$ cat config.mk
export PLATFORM = sky130hd
export DESIGN_NAME = reset_sequencer
export DESIGN_NICKNAME = d
export VERILOG_FILES = /design/src/rtl/reset_sequencer.sv
export SDC_FILE = /design/constraint.sdc
export NUM_CORES = 1
export LEC_CHECK = 0
export CAP_MARGIN = 40
export CORE_MARGIN = 3
export CORE_UTILIZATION = 45
export DETAILED_ROUTE_END_ITERATION = 8
export MAX_ROUTING_LAYER = met4
export PLACE_DENSITY = 0.67
export SYNTH_ARGS = -nofsm -noshare
export SYNTH_HDL_FRONTEND = slang
export SYNTH_SLANG_ARGS = --single-unit
$ cat constraint.sdc
create_clock -name clock -period 1.58 [get_ports clock]
set_input_delay 0.395 -clock clock [delete_from_list [all_inputs] [get_ports clock]]
set_output_delay 0.395 -clock clock [all_outputs]
set_load 0.02 [all_outputs]
$ cat src/rtl/reset_sequencer.sv
// Staggered per-stage reset release after the synchronized system reset deasserts, with a
// synchronous soft-reset request that re-runs the whole sequence from RUN.
module reset_sequencer #(
  parameter int unsigned NUM_STAGES  = 5,
  parameter int unsigned HOLD_CYCLES = 4,
  parameter int unsigned STAGGER     = 1
) (
  input  logic                  clock,
  input  logic                  reset_n,
  input  logic                  soft_rst_req,
  output logic [NUM_STAGES-1:0] stage_reset_n,
  output logic                  ready
);

  localparam int unsigned CntMax = (HOLD_CYCLES > STAGGER) ? HOLD_CYCLES : STAGGER;
  localparam int unsigned CntW   = (CntMax > 1) ? $clog2(CntMax) : 1;
  localparam int unsigned IdxW   = $clog2(NUM_STAGES + 1);

  localparam logic [CntW-1:0] HoldLast = CntW'(HOLD_CYCLES - 1);
  localparam logic [CntW-1:0] StagLast = CntW'(STAGGER - 1);
  localparam logic [IdxW-1:0] IdxLast  = IdxW'(NUM_STAGES - 1);

  typedef enum logic [1:0] {StHold, StRelease, StRun} state_e;

  state_e                state_q, state_d;
  logic [CntW-1:0]       cnt_q, cnt_d;
  logic [IdxW-1:0]       idx_q, idx_d;
  logic [NUM_STAGES-1:0] stage_q, stage_d;
  logic                  ready_q, ready_d;

  always_comb begin
    state_d = state_q;
    cnt_d   = cnt_q;
    idx_d   = idx_q;
    stage_d = stage_q;
    ready_d = ready_q;
    case (state_q)
      StHold: begin
        if (cnt_q == HoldLast) begin
          stage_d = NUM_STAGES'(1);
          cnt_d   = '0;
          if (NUM_STAGES == 1) begin
            ready_d = 1'b1;
            state_d = StRun;
          end else begin
            idx_d   = IdxW'(1);
            state_d = StRelease;
          end
        end else begin
          cnt_d = cnt_q + 1'b1;
        end
      end
      StRelease: begin
        if (cnt_q == StagLast) begin
          // Shifting a one in keeps the output a thermometer code: bits 0..idx set.
          stage_d = (stage_q << 1) | NUM_STAGES'(1);
          cnt_d   = '0;
          idx_d   = idx_q + 1'b1;
          if (idx_q == IdxLast) begin
            ready_d = 1'b1;
            state_d = StRun;
          end
        end else begin
          cnt_d = cnt_q + 1'b1;
        end
      end
      StRun: begin
        if (soft_rst_req) begin
          stage_d = '0;
          ready_d = 1'b0;
          cnt_d   = '0;
          idx_d   = '0;
          state_d = StHold;
        end
      end
      default: begin
        stage_d = '0;
        ready_d = 1'b0;
        cnt_d   = '0;
        idx_d   = '0;
        state_d = StHold;
      end
    endcase
  end

  always_ff @(posedge clock or negedge reset_n) begin
    if (!reset_n) begin
      state_q <= StHold;
      cnt_q   <= '0;
      idx_q   <= '0;
      stage_q <= '0;
      ready_q <= 1'b0;
    end else begin
      state_q <= state_d;
      cnt_q   <= cnt_d;
      idx_q   <= idx_d;
      stage_q <= stage_d;
      ready_q <= ready_d;
    end
  end

  assign stage_reset_n = stage_q;
  assign ready         = ready_q;

endmodule
---- Word level (Yosys, flattened, before mapping) ----
Index checks and enable logic that the tools add are counted.
operators by class
  add/subtract/negate cells ............... 2
  eq/ne operators ......................... 8
  div/mod/pow operators ................... 0
  multiply operators ...................... 0
  shift operators ......................... 0
  bitwise operators ....................... 1
  mux-type cells .......................... 20
  reduce and logical (&&, ||, !) cells .... 5
  magnitude comparators ................... 0
operators with widths
  cell                   number
  $mux W5                3
  $pmux W5 S3            1
  $mux W2                6
  $pmux W2 S3            2
  $mux W3                3
  $pmux W3 S3            1
  $ne A2 B2 Y1 const B   4
  $reduce_and A4 Y1      2
  $eq A2 B2 Y1 const B   2
  $logic_not A2 Y1       2
  $add A3 B1 Y3 const B  1
  $eq A3 B3 Y1 const B   1
  $mux W1                3
  $pmux W1 S3            1
  $reduce_and A3 Y1      1
  $add A2 B1 Y2 const B  1
  $eq A2 B1 Y1 const B   1
  $not A1 Y1             1
word-level totals
  output and inout port bits .............. 6
  latch bits .............................. 0
  memory bits (read-only) ................. 0
  logic and storage cells ................. 41
  input bits .............................. 3
  flip-flop bits (word level) ............. 13
  memories ................................ 0
  RAM bits ................................ 0

---- Logic depth before layout (Yosys ltp) ----
Gate-level depths: netlist (run 1).
  depth in word-level cells ............... 4
  depth in mapped cells ................... 6
  depth with buffers taken out ............ 5

---- Worst setup path after synthesis (run 1) ----
Ideal clock, no wire load.
  path type ............................... reg-to-reg
  start point ............................. reg cnt_q[0]
  end point ............................... reg idx_q[1]
  setup time .............................. 0.064 ns
  path slack .............................. 0.364 ns
  data required time ...................... 1.516 ns
  arrival time ............................ 1.152 ns
  stages on the path, launching flop included .. 7
  buffers on the path ..................... 1
  period minus slack after synthesis ...... 1.216 ns
  path through ............................ dfrtp_1 inv_1 ha_1 buf_4 nand2b_1 a21oi_1 a21o_1
between the ends
  cells in the longest elaborated chain, start to end .. 3
  elaborated cells on any way between the ends .. 5
  classes of those cells .................. eq/ne (3); reduce/logical (2)
ends and longest elaborated chain
  item                                              line    source
  start, declared                                   26      logic [CntW-1:0] cnt_q, cnt_d;
  start signal, assigned                            95      cnt_q <= cnt_d;
  $eq A2 B2 Y1 or $logic_not A2 Y1 (tied branches)  39, 54
  $ne A2 B2 Y1 (no line)                            n/a
  $reduce_and A3 Y1 (no line) *                     n/a
  end signal, assigned                              96      idx_q <= idx_d;
  end, declared                                     27      logic [IdxW-1:0] idx_q, idx_d;
Mark *: on every way between the ends. The rest lies on a longest branch, timed or not.
A chain may end at the register's enable or synchronous reset.

---- Final worst setup path (run 1) ----
  start point ............................. reg stage_q[0], in the netlist stage_reset_n[0]
  end point ............................... out stage_reset_n[0]
RTL lines
  item                    line  source
  start, declared         28    logic [NUM_STAGES-1:0] stage_q, stage_d;
  start signal, assigned  97    stage_q <= stage_d;
  end, declared           11    output logic [NUM_STAGES-1:0] stage_reset_n,
No word-level cell between the ends.

==> summary.md, run 1 <==
| Metric | Value |
|---|---|
| Flop pwr share | `0.389` |
| First DRT Iteration DRCs | `10` |
| Cell-by-cell trace of the critical path | `dlygate4sd2_1` |
| Top post-synthesis cells by area | `dfrtp_1 45%, ha_1 8.6%, o2bb2ai_1 6.0%` |
| Worst path max stage delay | `420 ps` |
| Leak Pwr | `about 0.00039 uW` |
| CORE AREA | `0.00140 mm2` |
| Gr ovfl total | `0` |
| Htree depth | `1` |
| Setup slack after layout | `151 ps` |
| WS Path Type | `reg2out` |
| Die H | `roughly 46 um` |
| Max Buffers Root-to-Sink | `2` |
| Final Cycle Share | `0.904` |
| I/O pin count | `9` |
| Via density | `between 5 and 6` |
| Max Freq | `0.700 GHz` |
| Switching share of total power | `0.426` |
| Dpl cell area | `810 um2` |
| Seq/Total Area, Yosys | `0.448` |
| Total Wirelength | `1360 um` |
| Worst path depth | `1` |
| Placement Setup Slack | `104 ps` |
| Pins Over Slew Limit | `0` |
| Gate power share | `0.484` |
| Delay-heaviest family, CP | `flip-flops` |
| Yosys top cell area share | `0.448` |
| Cts bufs inserted | `3` |
| Buf/Inv on CP | `1` |
| Worst reg2reg path depth | `5` |
| Leading area contributor after synthesis | `dfrtp_1` |
| CP startpoint kind | `flip-flop` |
| Hold-fix buffers at CTS | `0` |
| Post-CTS Setup Inserts | `0` |
| Cell Area, Synth | `726 um2` |
| Worst r2r src | `cnt_q[0]` |
| ANT cells | `0` |
| Mean Syn Cell Area | `about 11 um2` |
| # clock sinks | `13` |
| Clk root buf | `clkbuf_4` |
| Finished Cell Area | `between 800 and 900 um2` |
| Final Setup Violations | `0` |
| Switching power | `about 700 uW` |
| Max FO, Critical Path | `4` |
| Slew headroom | `0.711` |
| Cell Pwr Density | `1990 mW/mm2` |
| Pin count of the biggest net entering global routing | `14` |
| Hold Crit Class | `in2async` |
| Worst IR Drop VDD | `1.08 mV` |
| Layout area overhead | `14.5%` |
| Post-synth net total | `76` |
| PortBufs | `8` |
| Initial antenna violation count | `0` |
| Mean routed wirelength per cell | `14.5 um` |
| Starting Density | `0.519` |
| Router iterations before antenna repair | `4` |
| TritonCTS clock tree | `done` |
| Vias in the first global route | `475` |
| Seq cells post-synth | `13` |
| Post-Route Skew | `around 4.4 ps` |
| Clock power share | `0.128` |
| Clk_lat worst skew | `280 ps` |
| Crit path DAT | `just over 1000 ps` |
| Min Tclk post-route | `around 1400 ps` |
| FP Rows | `13` |
| MaxCap Viol Count | `0` |
| Synth cell types | `27` |
| Reg clk slew, reported paths | `80 ps` |
| Layout cells sized above 1 | `0.165` |
| Total number of vias | `around 520` |
| Yosys warns | `0` |
| Nets | `88` |
| Run status | `finished, final reports clean` |
| Slowest CP cell | `dfrtp_1` |
| Drt drc | `0` |
| Cell internal pwr | `951 uW` |
| Worst setup EP type | `output port` |
| Core Util, Final | `0.594` |
| Layout fillers | `~130` |
| Post-Synthesis Cells | `between 60 and 70` |
| Internal reg-to-reg setup slack | `190 ps` |
| Total Routing Usage GR | `0.175` |
| First-pass GRT wire length | `about 2300 um` |
| WP data required | `1180 ps` |
| Slew @ Worst Pin | `434 ps` |
| Dpl cells | `90` |
| Sum Neg Setup Slack | `0 ps` |
| Remaining antenna violation count after routing | `0` |
| Endpoints failing hold | `0` |
| Unrepaired setup endpoints after global routing | `no` |
| Full die area | `between 0.002 and 0.0025 mm2` |
| Gpl congestion | `0.744` |
| R2R Path End | `stage_reset_n[2]` |
| Cell Count, Final, Fillers Out | `94` |
| Die W | `about 46 um` |
| DP HPWL | `~940 um` |
-- power groups by stage --
stage               Sequential (uW)  Combinational (uW)  Clock (uW)
finish                          643                 801         211
global route                    673                 902         226
CTS                             642                 802         215
detailed placement              649                 841           0
global placement                642                 832           0
floorplan                       675                 563           0
-- worst register-to-register path: stages (launching register included) --
cell       delay, ps
dfrtp_1          430
inv_1            100
ha_2             310
buf_4            170
mux2i_1          180
o2bb2ai_1         90
-- per-stage QoR --
stage / total power (uW) / hold WS, ps
final: 1660 / 360
after global placement: 1470 / 501
after floorplan: 1240 / 99.4
after detailed placement: 1490 / 515
after global routing: 1800 / 381
after CTS: 1660 / 373
-- layer usage --
| metal | routed length (um) | GRT usage | up-vias |
|---|---|---|---|
| met1 | 683 | 0.239 | 247 |
| li1 | - | - | 263 |
| met4 | 38 | 0.119 | 0 |
| met2 | 594 | 0.212 | 7 |
| met3 | 46 | 0.0586 | 6 |
| met5 | 0 | - | - |
-- how the worst max path moves through the flow --
stage / start / end / slack, ps
2_1_floorplan: cnt_q[0] / idx_q[1] / 360
3_3_place_gp: soft_rst_req / stage_reset_n[1] / 110
3_5_place_dp: soft_rst_req / stage_reset_n[3] / 100
4_1_cts: cnt_q[0] / stage_reset_n[2] / 90
5_1_grt: cnt_q[0] / stage_reset_n[2] / 90
6_report: stage_reset_n[0] / stage_reset_n[0] / 150
-- cell families after synthesis --
logic type / after synthesis / synth area share
XOR/XNOR: 1 / 0.0121
buffers and inverters: 10 / 0.0776
adder cells (fa/ha/maj): 5 / 0.0862
AO/OA/AOI/OAI: 18 / 0.166
AND/OR/NAND/NOR: 16 / 0.140
multiplexers: 5 / 0.0707
flip-flops: 13 / 0.448
-- Yosys cell counts --
cell and instances:
mux2i_1 4, nand2b_1 1, nand2b_2 1, a21oi_2 1, dfrtp_1 13, xor2_1 1, nand2_1 3, ha_1 5
nor3_2 1, and4_4 1, nand3_1 1, mux2_2 1, a31oi_1 2, nor3_1 1, nor2_1 4, a21oi_1 4
inv_1 7, nor2b_2 1, o21ai_1 2, o2bb2ai_1 5, buf_4 1, o21ai_0 1, nor2b_1 1, o22ai_1 2
a21o_1 1, nor2b_4 1, buf_6 2
-- placed cells by master (no fill, tap or decap), types with 3 or more instances in the layout --
cell           Yosys  final
a21oi_1            4      4
dfrtp_1           13     13
o2bb2ai_1          5      5
inv_1              7      7
mux2i_1            4      4
clkbuf_4           0      3
nand2_1            3      3
nor2_1             4      4
dlygate4sd2_1      0      6
ha_1               5      4
-- what timing repair did --
| item | 4_1_cts | 5_1_grt |
|---|---|---|
| setup endpoints to repair | 6 | 1 |
| resized for setup | 6 | 1 |
| pin swaps | 0 | 0 |
-- state kept, by name (all words and copies together), names as in the netlist --
register / cells
stage_reset_n: 5
cnt_q: 2
state_q: 2
idx_q: 3
ready: 1
-- area by class of cell --
class | instances | area, um2 | area share
clock buffers | 4 | 26.3 | 0.0316
inverters | 7 | 26.3 | 0.0316
multi-input cells | 45 | 347 | 0.417
flip-flops and latches | 13 | 325 | 0.392
well taps | 15 | 18.8 | 0.0226
repair buffers | 10 | 87.6 | 0.105
No activity file was read; power rests on OpenSTA's default activity.
==> run 2: changes to the inputs <==
Settings changed: ABC_AREA set to 1, CELL_PAD_IN_SITES_DETAIL_PLACEMENT set to 1, CELL_PAD_IN_SITES_GLOBAL_PLACEMENT set to 1, CORE_UTILIZATION 45 to 35, PLACE_DENSITY 0.67 to unset, PLACE_DENSITY_LB_ADDON set to 0.1.
Clock period 1.58 ns to 1.2 ns, I/O delays scaled along.
==> run 2 against run 1 <==
Effect of this change: the flow now finishes with violations (negative setup slack); clock skew decreased by 2.4 ps; non-clock buffer count up 14; worst hold slack lost 41 ps; core utilization is 3.2 points lower; clock-buffer cell count is the same; register-to-register slack worse by 230 ps; sequential share of layout area is 7.3 points lower; die area is 23% higher; global-route usage shrank 1.2 points; area after synthesis is 1.4% lower; critical path type is now reg2reg; highest routed layer unchanged.
==> summary.md, run 2 <==
| Metric | Value |
|---|---|
| Layout cells sized above 1 | `0.443 (+0.279)` |
| Synth cell types | `18 (-33%)` |
| Layout area overhead | `42.8%` |
| Worst setup EP type | `flip-flop` |
| Xor/xnor share of the synthesized area | `0.0122 (+0.000169)` |
| ANT cells | `0 (unchanged)` |
| Max FO, Critical Path | `8 (+4)` |
| Setup slack after layout | `-35.4 ps (-187 ps)` |
| Run status | `finished, violations left` |
| Post-synth top flop | `dfrtp_1` |
| Min Tclk post-route | `~1200 ps` |
| Slowest CP cell | `dfrtp_1` |
| Htree depth | `1 (unchanged)` |
| CP startpoint kind | `flip-flop` |
| Hold-fix buffers at CTS | `0 (unchanged)` |
| Most common cell after layout, fill and taps aside | `nand2_1` |
| Failing checks | `negative setup slack` |
| Post-synth net total | `95 (+25%)` |
| Commonest cells in the netlist | `29 x nand2_1, 15 x inv_1, 13 x dfrtp_1, 9 x nor2_1, 5 x ha_1` |
| Internal reg-to-reg setup slack | `-40 ps (-230 ps)` |
| Seq cells post-synth | `13 (unchanged)` |
| Max Freq | `around 0.8 GHz` |
| Largest register FFs | `5 (unchanged)` |
| Largest family of logic cells by synthesized area | `simple AND/OR/NAND/NOR gates` |
| Router iterations before antenna repair | `3 (-1)` |
| Pin count of the biggest net entering global routing | `14 (unchanged)` |
| First DRT Iteration DRCs | `5 (-5)` |
| DP HPWL | `1120 um (+19%)` |
| Initial antenna violation count | `0 (unchanged)` |
| Pins Over Slew Limit | `0 (unchanged)` |
| Core Util, Final | `0.562 (-0.0324)` |
| Top post-synthesis cells by area | `dfrtp_1 45%, nand2_1 15%, ha_1 8.7%` |
| Placement Setup Slack | `-187 ps (-290 ps)` |
| Mean Syn Cell Area | `8.23 um2 (-23%)` |
| Most common cell in the netlist | `nand2_1` |
| Worst IR Drop VDD | `1.43 mV (+32%)` |
| I/O pin count | `9 (unchanged)` |
| Clk_lat worst skew | `280 ps (about the same)` |
| Via density | `4.58 (-18%)` |
| Worst r2r src | `cnt_q[0]` |
| Crit path DAT | `1460 ps (+430 ps)` |
| Hold Crit Class | `in2async` |
| Max Buffers Root-to-Sink | `2 (unchanged)` |
| First-pass GRT wire length | `2970 um (+27%)` |
| Total number of vias | `641 (+23%)` |
| Adder-cell area share of the yosys netlist | `0.0874 (+0.00121)` |
| Die H | `51.2 um (+11%)` |
| Most frequent cells in the layout | `23 x nand2_1, 15 x buf_4, 13 x dfrtp_1, 12 x inv_1` |
| Slew headroom | `0.844 (+0.133)` |
| Post-Synthesis Cells | `87 (+28%)` |
| Total Routing Usage GR | `0.164 (-0.0116)` |
| Cell-by-cell trace of the critical path | `ha_2 -> inv_2 -> nand2_4 -> nand2_4 -> nor2_8 -> nand2_1 -> nand2_1` |
| Nets | `124 (+41%)` |
| # clock sinks | `13 (unchanged)` |
| Vias in the first global route | `656 (+38%)` |
| Remaining antenna violation count after routing | `0 (unchanged)` |
| Cell Pwr Density | `2800 mW/mm2 (+41%)` |
| TritonCTS clock tree | `done` |
| WS Path Type | `reg2reg` |
| Worst reg2reg path depth | `7 (+2)` |
| Cts bufs inserted | `3 (unchanged)` |
| Post-Route Skew | `2.05 ps (-2.37 ps)` |
| Gr ovfl total | `0 (unchanged)` |
| Slew @ Worst Pin | `234 ps (-200 ps)` |
| Post-synthesis mux area share | `0 (-0.0707)` |
| EDFF count, synth | `0 (unchanged)` |
| Yosys warns | `0 (unchanged)` |
| Post-synthesis compound-gate area fraction | `0.0490 (-0.117)` |
| Clk root buf | `clkbuf_4` |
| Tot Pwr | `2870 uW (+73%)` |
| Final Setup Violations | `3 (+3)` |
| PortBufs | `8 (unchanged)` |
| R2R Path End | `stage_reset_n[3]` |
| WP data required | `1420 ps (+240 ps)` |
| FP Rows | `15 (+2)` |
| Final hold slack | `319 ps (-40.8 ps)` |
| Synth Area in Simple Gates | `0.313 (+0.173)` |
| Reg clk slew, reported paths | `80 ps (about the same)` |
| Leak Pwr | `0.000555 uW (+43%)` |
| Total Wirelength | `1890 um (+39%)` |
| Final Cycle Share | `1.03` |
| Die W | `51.2 um (+11%)` |
| Ys async rst share | `1.00 (unchanged)` |
| Full die area | `0.00262 mm2 (+23%)` |
| CORE AREA | `0.00182 mm2 (+30%)` |
| Delay-heaviest family, CP | `simple AND/OR/NAND/NOR gates` |
| Mean routed wirelength per cell | `13.5 um (-6.8%)` |
| Starting Density | `0.393 (-0.126)` |
| Worst path max stage delay | `400 ps (-20 ps)` |
| Endpoints failing hold | `0 (unchanged)` |
| Cell Area, Synth | `716 um2 (-1.4%)` |
| Seq/Total Area, Yosys | `0.455 (+0.00627)` |
| Drt drc | `0 (unchanged)` |
| Buf/Inv on CP | `1 (unchanged)` |
| Yosys top cell area share | `0.455 (+0.00627)` |
| Leading area contributor after synthesis | `dfrtp_1` |
| Unrepaired setup endpoints after global routing | `yes` |
| Sum Neg Setup Slack | `-75.9 ps (-75.9 ps)` |
| Gpl congestion | `0.689 (-7.4%)` |
| MaxCap Viol Count | `0 (unchanged)` |
## run 2: changes by cell type after synthesis, sizes merged, moves of 2 or more
| cell | delta |
|---|---|
| nor2 | +7 |
| a21oi | -3 |
| inv | +9 |
| o22ai | -2 |
| nor2b | -3 |
| nand2 | +29 |
| a31oi | -2 |
| nor3 | -2 |
| mux2i | -4 |
| o2bb2ai | -5 |
| buf | -3 |
| nand3 | +2 |
| o21ai | -2 |
| nand2b | -2 |
## run 2: final cells by class
cell class / instances / area, um2
sequential: 13 / 325
fill: 215 / 798
tap: 25 / 31.3
multi-input combinational: 58 / 405
clock buffer: 4 / 26.3
timing repair buffer: 24 / 174
inverter: 16 / 60.1
## run 2: per-layer routing
layer / share of wire / vias to the layer above / track usage / wire length [um]
met5: 0 / - / - / 0
met2: 0.51 / 9 / 0.240 / 965
li1: - / 315 / - / -
met4: 0.021 / 0 / 0.0917 / 39
met3: 0.027 / 5 / 0.0350 / 51
met1: 0.44 / 312 / 0.209 / 835
## run 2: cells by family (layout without fill, tap and decap cells)
kind of cell | after synthesis | in the layout
DFF | 13 | 13
adders and majority gates | 5 | 5
AOI/OAI and AO/OA | 5 | 5
xor gates and xnor gates | 1 | 1
buffers and inverters | 16 | 44
and+or+nand+nor | 47 | 47
## run 2: stage by stage
| stage | area (um2) | instances |
|---|---|---|
| 2_1_floorplan | 716 | 87 |
| 3_3_place_gp | 910 | 131 |
| 3_5_place_dp | 910 | 131 |
| 4_1_cts | 951 | 137 |
| 5_1_grt | 1020 | 140 |
| 6_report | 1020 | 140 |
## run 2: worst max path at each step
stage / depth (start not counted) / end / from
after floorplan: 5 / ready / cnt_q[0]
after global placement: 6 / stage_reset_n[0] / soft_rst_req
after detailed placement: 6 / stage_reset_n[1] / soft_rst_req
after CTS: 7 / stage_reset_n[0] / cnt_q[0]
after global routing: 6 / stage_reset_n[3] / state_q[1]
final: 7 / stage_reset_n[3] / cnt_q[0]
## run 2: repair_timing
action                     in CTS  in global routing
buffers inserted                2                  3
setup endpoints to repair      17                 12
gates resized for setup        31                 17
pin swaps                       3                 11
hold endpoints to repair        0                  0
## run 2: report_power, final
group,leakage [uW],switching (uW),internal [uW]
Clock,0.0000150,153,129
Sequential,0.000163,135,622
Combinational,0.000377,1030,797
Total,0.000555,1320,1550
==> run 3: changes to the inputs <==
Settings changed: CORE_UTILIZATION 35 to 39, DONT_BUFFER_PORTS set to 1.
==> run 3 against run 2 <==
Effect of this change: the run still ends with negative setup slack left; global-route usage fell by 0.99 points; register-to-register slack hardly changed; worst hold slack got worse by 14 ps; sequential cell count is the same; highest routed layer unchanged.
==> summary.md, run 3 (same netlist as run 2, synthesis figures left out) <==
| Metric | Value |
|---|---|
| Run status | `finished, violations left` |
| Failing checks | `negative setup slack` |
| Reg clk slew, reported paths | `80 ps (about the same)` |
| Max FO, Critical Path | `8 (unchanged)` |
| Max Freq | `0.817 GHz (+0.91%)` |
| Dpl cells | `116 (-11%)` |
| First DRT Iteration DRCs | `5 (unchanged)` |
| Cell-by-cell trace of the critical path | `ha_2 -> inv_2 -> nand2_4 -> nand2_4 -> nor2_8 -> nand2_1 -> nand2_1` |
| Min Tclk post-route | `1220 ps (-11.2 ps)` |
| Die W | `48.8 um (-4.7%)` |
| ANT cells | `0 (unchanged)` |
| CP startpoint kind | `flip-flop` |
| WS Path Type | `reg2reg` |
| Finished Cell Area | `912 um2 (-11%)` |
| Clk_lat worst skew | `280 ps (about the same)` |
| Crit path DAT | `1450 ps (about the same)` |
| Endpoints failing hold | `0 (unchanged)` |
| Mean routed wirelength per cell | `13.2 um (-2.6%)` |
| MaxCap Viol Count | `0 (unchanged)` |
| Full die area | `0.00238 mm2 (-9.1%)` |
| Dpl cell area | `783 um2 (-14%)` |
| DP HPWL | `1120 um (about the same)` |
| Router iterations before antenna repair | `2 (-1)` |
| Remaining antenna violation count after routing | `0 (unchanged)` |
| Unrepaired setup endpoints after global routing | `yes` |
| Nets | `110 (-11%)` |
| TritonCTS clock tree | `done` |
| Htree depth | `1 (unchanged)` |
| Worst setup EP type | `flip-flop` |
| Slew @ Worst Pin | `608 ps (+374 ps)` |
| Layout area overhead | `27.4%` |
| Tot Pwr | `2620 uW (-8.7%)` |
| Die H | `48.8 um (-4.7%)` |
| First-pass GRT wire length | `2630 um (-12%)` |
| Buf/Inv on CP | `1 (unchanged)` |
| Delay-heaviest family, CP | `simple AND/OR/NAND/NOR gates` |
| Clk root buf | `clkbuf_4` |
| Cts bufs inserted | `3 (unchanged)` |
| Starting Density | `0.444 (+0.0510)` |
| PortBufs | `0 (-8)` |
| Largest register FFs | `5 (unchanged)` |
| Via density | `4.59 (+0.29%)` |
| Cell Count, Final, Fillers Out | `125 (-11%)` |
| Post-Route Skew | `1.96 ps (-0.0917 ps)` |
| Layout cells sized above 1 | `0.366 (-0.0771)` |
| Cell Pwr Density | `2870 mW/mm2 (+2.3%)` |
| Pins Over Slew Limit | `0 (unchanged)` |
| CORE AREA | `0.00161 mm2 (-11%)` |
| Gr ovfl total | `0 (unchanged)` |
| Final Setup Violations | `7 (+4)` |
| Slew headroom | `0.593 (-0.251)` |
| FP Rows | `14 (-1)` |
| # clock sinks | `13 (unchanged)` |
| Most common cell after layout, fill and taps aside | `nand2_1` |
| Setup slack after layout | `-24.2 ps (+11.2 ps)` |
| Sum Neg Setup Slack | `-123 ps (-47.2 ps)` |
| WP data required | `1430 ps (about the same)` |
| Hold Crit Class | `in2reg` |
| Total Wirelength | `1640 um (-13%)` |
| Leak Pwr | `0.000490 uW (-12%)` |
| Worst IR Drop VDD | `1.39 mV (-2.5%)` |
| Vias in the first global route | `568 (-13%)` |
| Final Cycle Share | `1.02 (-0.00932)` |
| Gpl congestion | `0.756 (+9.6%)` |
| Pin count of the biggest net entering global routing | `14 (unchanged)` |
| Final hold slack | `305 ps (-14.0 ps)` |
| Total number of vias | `574 (-10%)` |
| I/O pin count | `9 (unchanged)` |
| Slowest CP cell | `dfrtp_1` |
| Worst path max stage delay | `410 ps (about the same)` |
| Total Routing Usage GR | `0.154 (-0.00992)` |
| Max Buffers Root-to-Sink | `2 (unchanged)` |
| Most frequent cells in the layout | `21 x nand2_1, 13 x dfrtp_1, 12 x inv_1, 9 x nand2_2, 9 x buf_4` |
| Initial antenna violation count | `0 (unchanged)` |
| Drt drc | `0 (unchanged)` |
## run 3: routing by layer
layer,GRT usage,wire [um],vias up,share of wire
met5,-,0,-,0
met4,0.0995,27,0,0.016
met3,0.0428,45,4,0.027
met2,0.222,821,8,0.50
met1,0.187,750,275,0.46
li1,-,-,287,-
## run 3: cell type report
type,instances,area (um2)
Timing Repair Buffer,10,77.6
Clock buffer,4,26.3
Fill cell,203,699
Tap cell,24,30.0
Multi-Input combinational cell,58,393
Inverter,16,60.1
Sequential cell,13,325
## run 3: power by group
group | internal (uW) | switching, uW | total, uW
registers | 621 | 268 | 889
logic | 628 | 821 | 1450
clock network | 129 | 149 | 278
total | 1380 | 1240 | 2620
## run 3: path summary, 6_finish.rpt
path / startpoint / endpoint / slack (ps) / depth (start not counted)
max: cnt_q[0] / stage_reset_n[4] / -20 / 7
max reg2reg: cnt_q[0] / stage_reset_n[4] / -20 / 7
min reg2reg: idx_q[1] / idx_q[1] / 530 / 2
max in group asynchronous: reset_n / state_q[0] / 340 / 1
min: soft_rst_req / state_q[1] / 300 / 3
min in group asynchronous: reset_n / stage_reset_n[2] / 460 / 1
## run 3: stage by stage
step           setup WS (ps)  utilization
3_5_place_dp           -93.6        0.486
3_3_place_gp           -32.0        0.486
6_report               -24.2        0.566
5_1_grt                 -102        0.566
4_1_cts                -1.04        0.529
2_1_floorplan           16.8            -
## run 3: tightest hold or removal path, stage by stage
cell,delay [ps]
inv_1,30
nand3_2,150
nand2_1,70
## run 3: timing repair
action | 4_1_cts | 5_1_grt
hold endpoints to repair | 13 | 0
hold buffers | 1 | 0
pin swaps | 4 | 6
gates resized for setup | 6 | 14
setup endpoints to repair | 9 | 9
setup buffers | 1 | 3
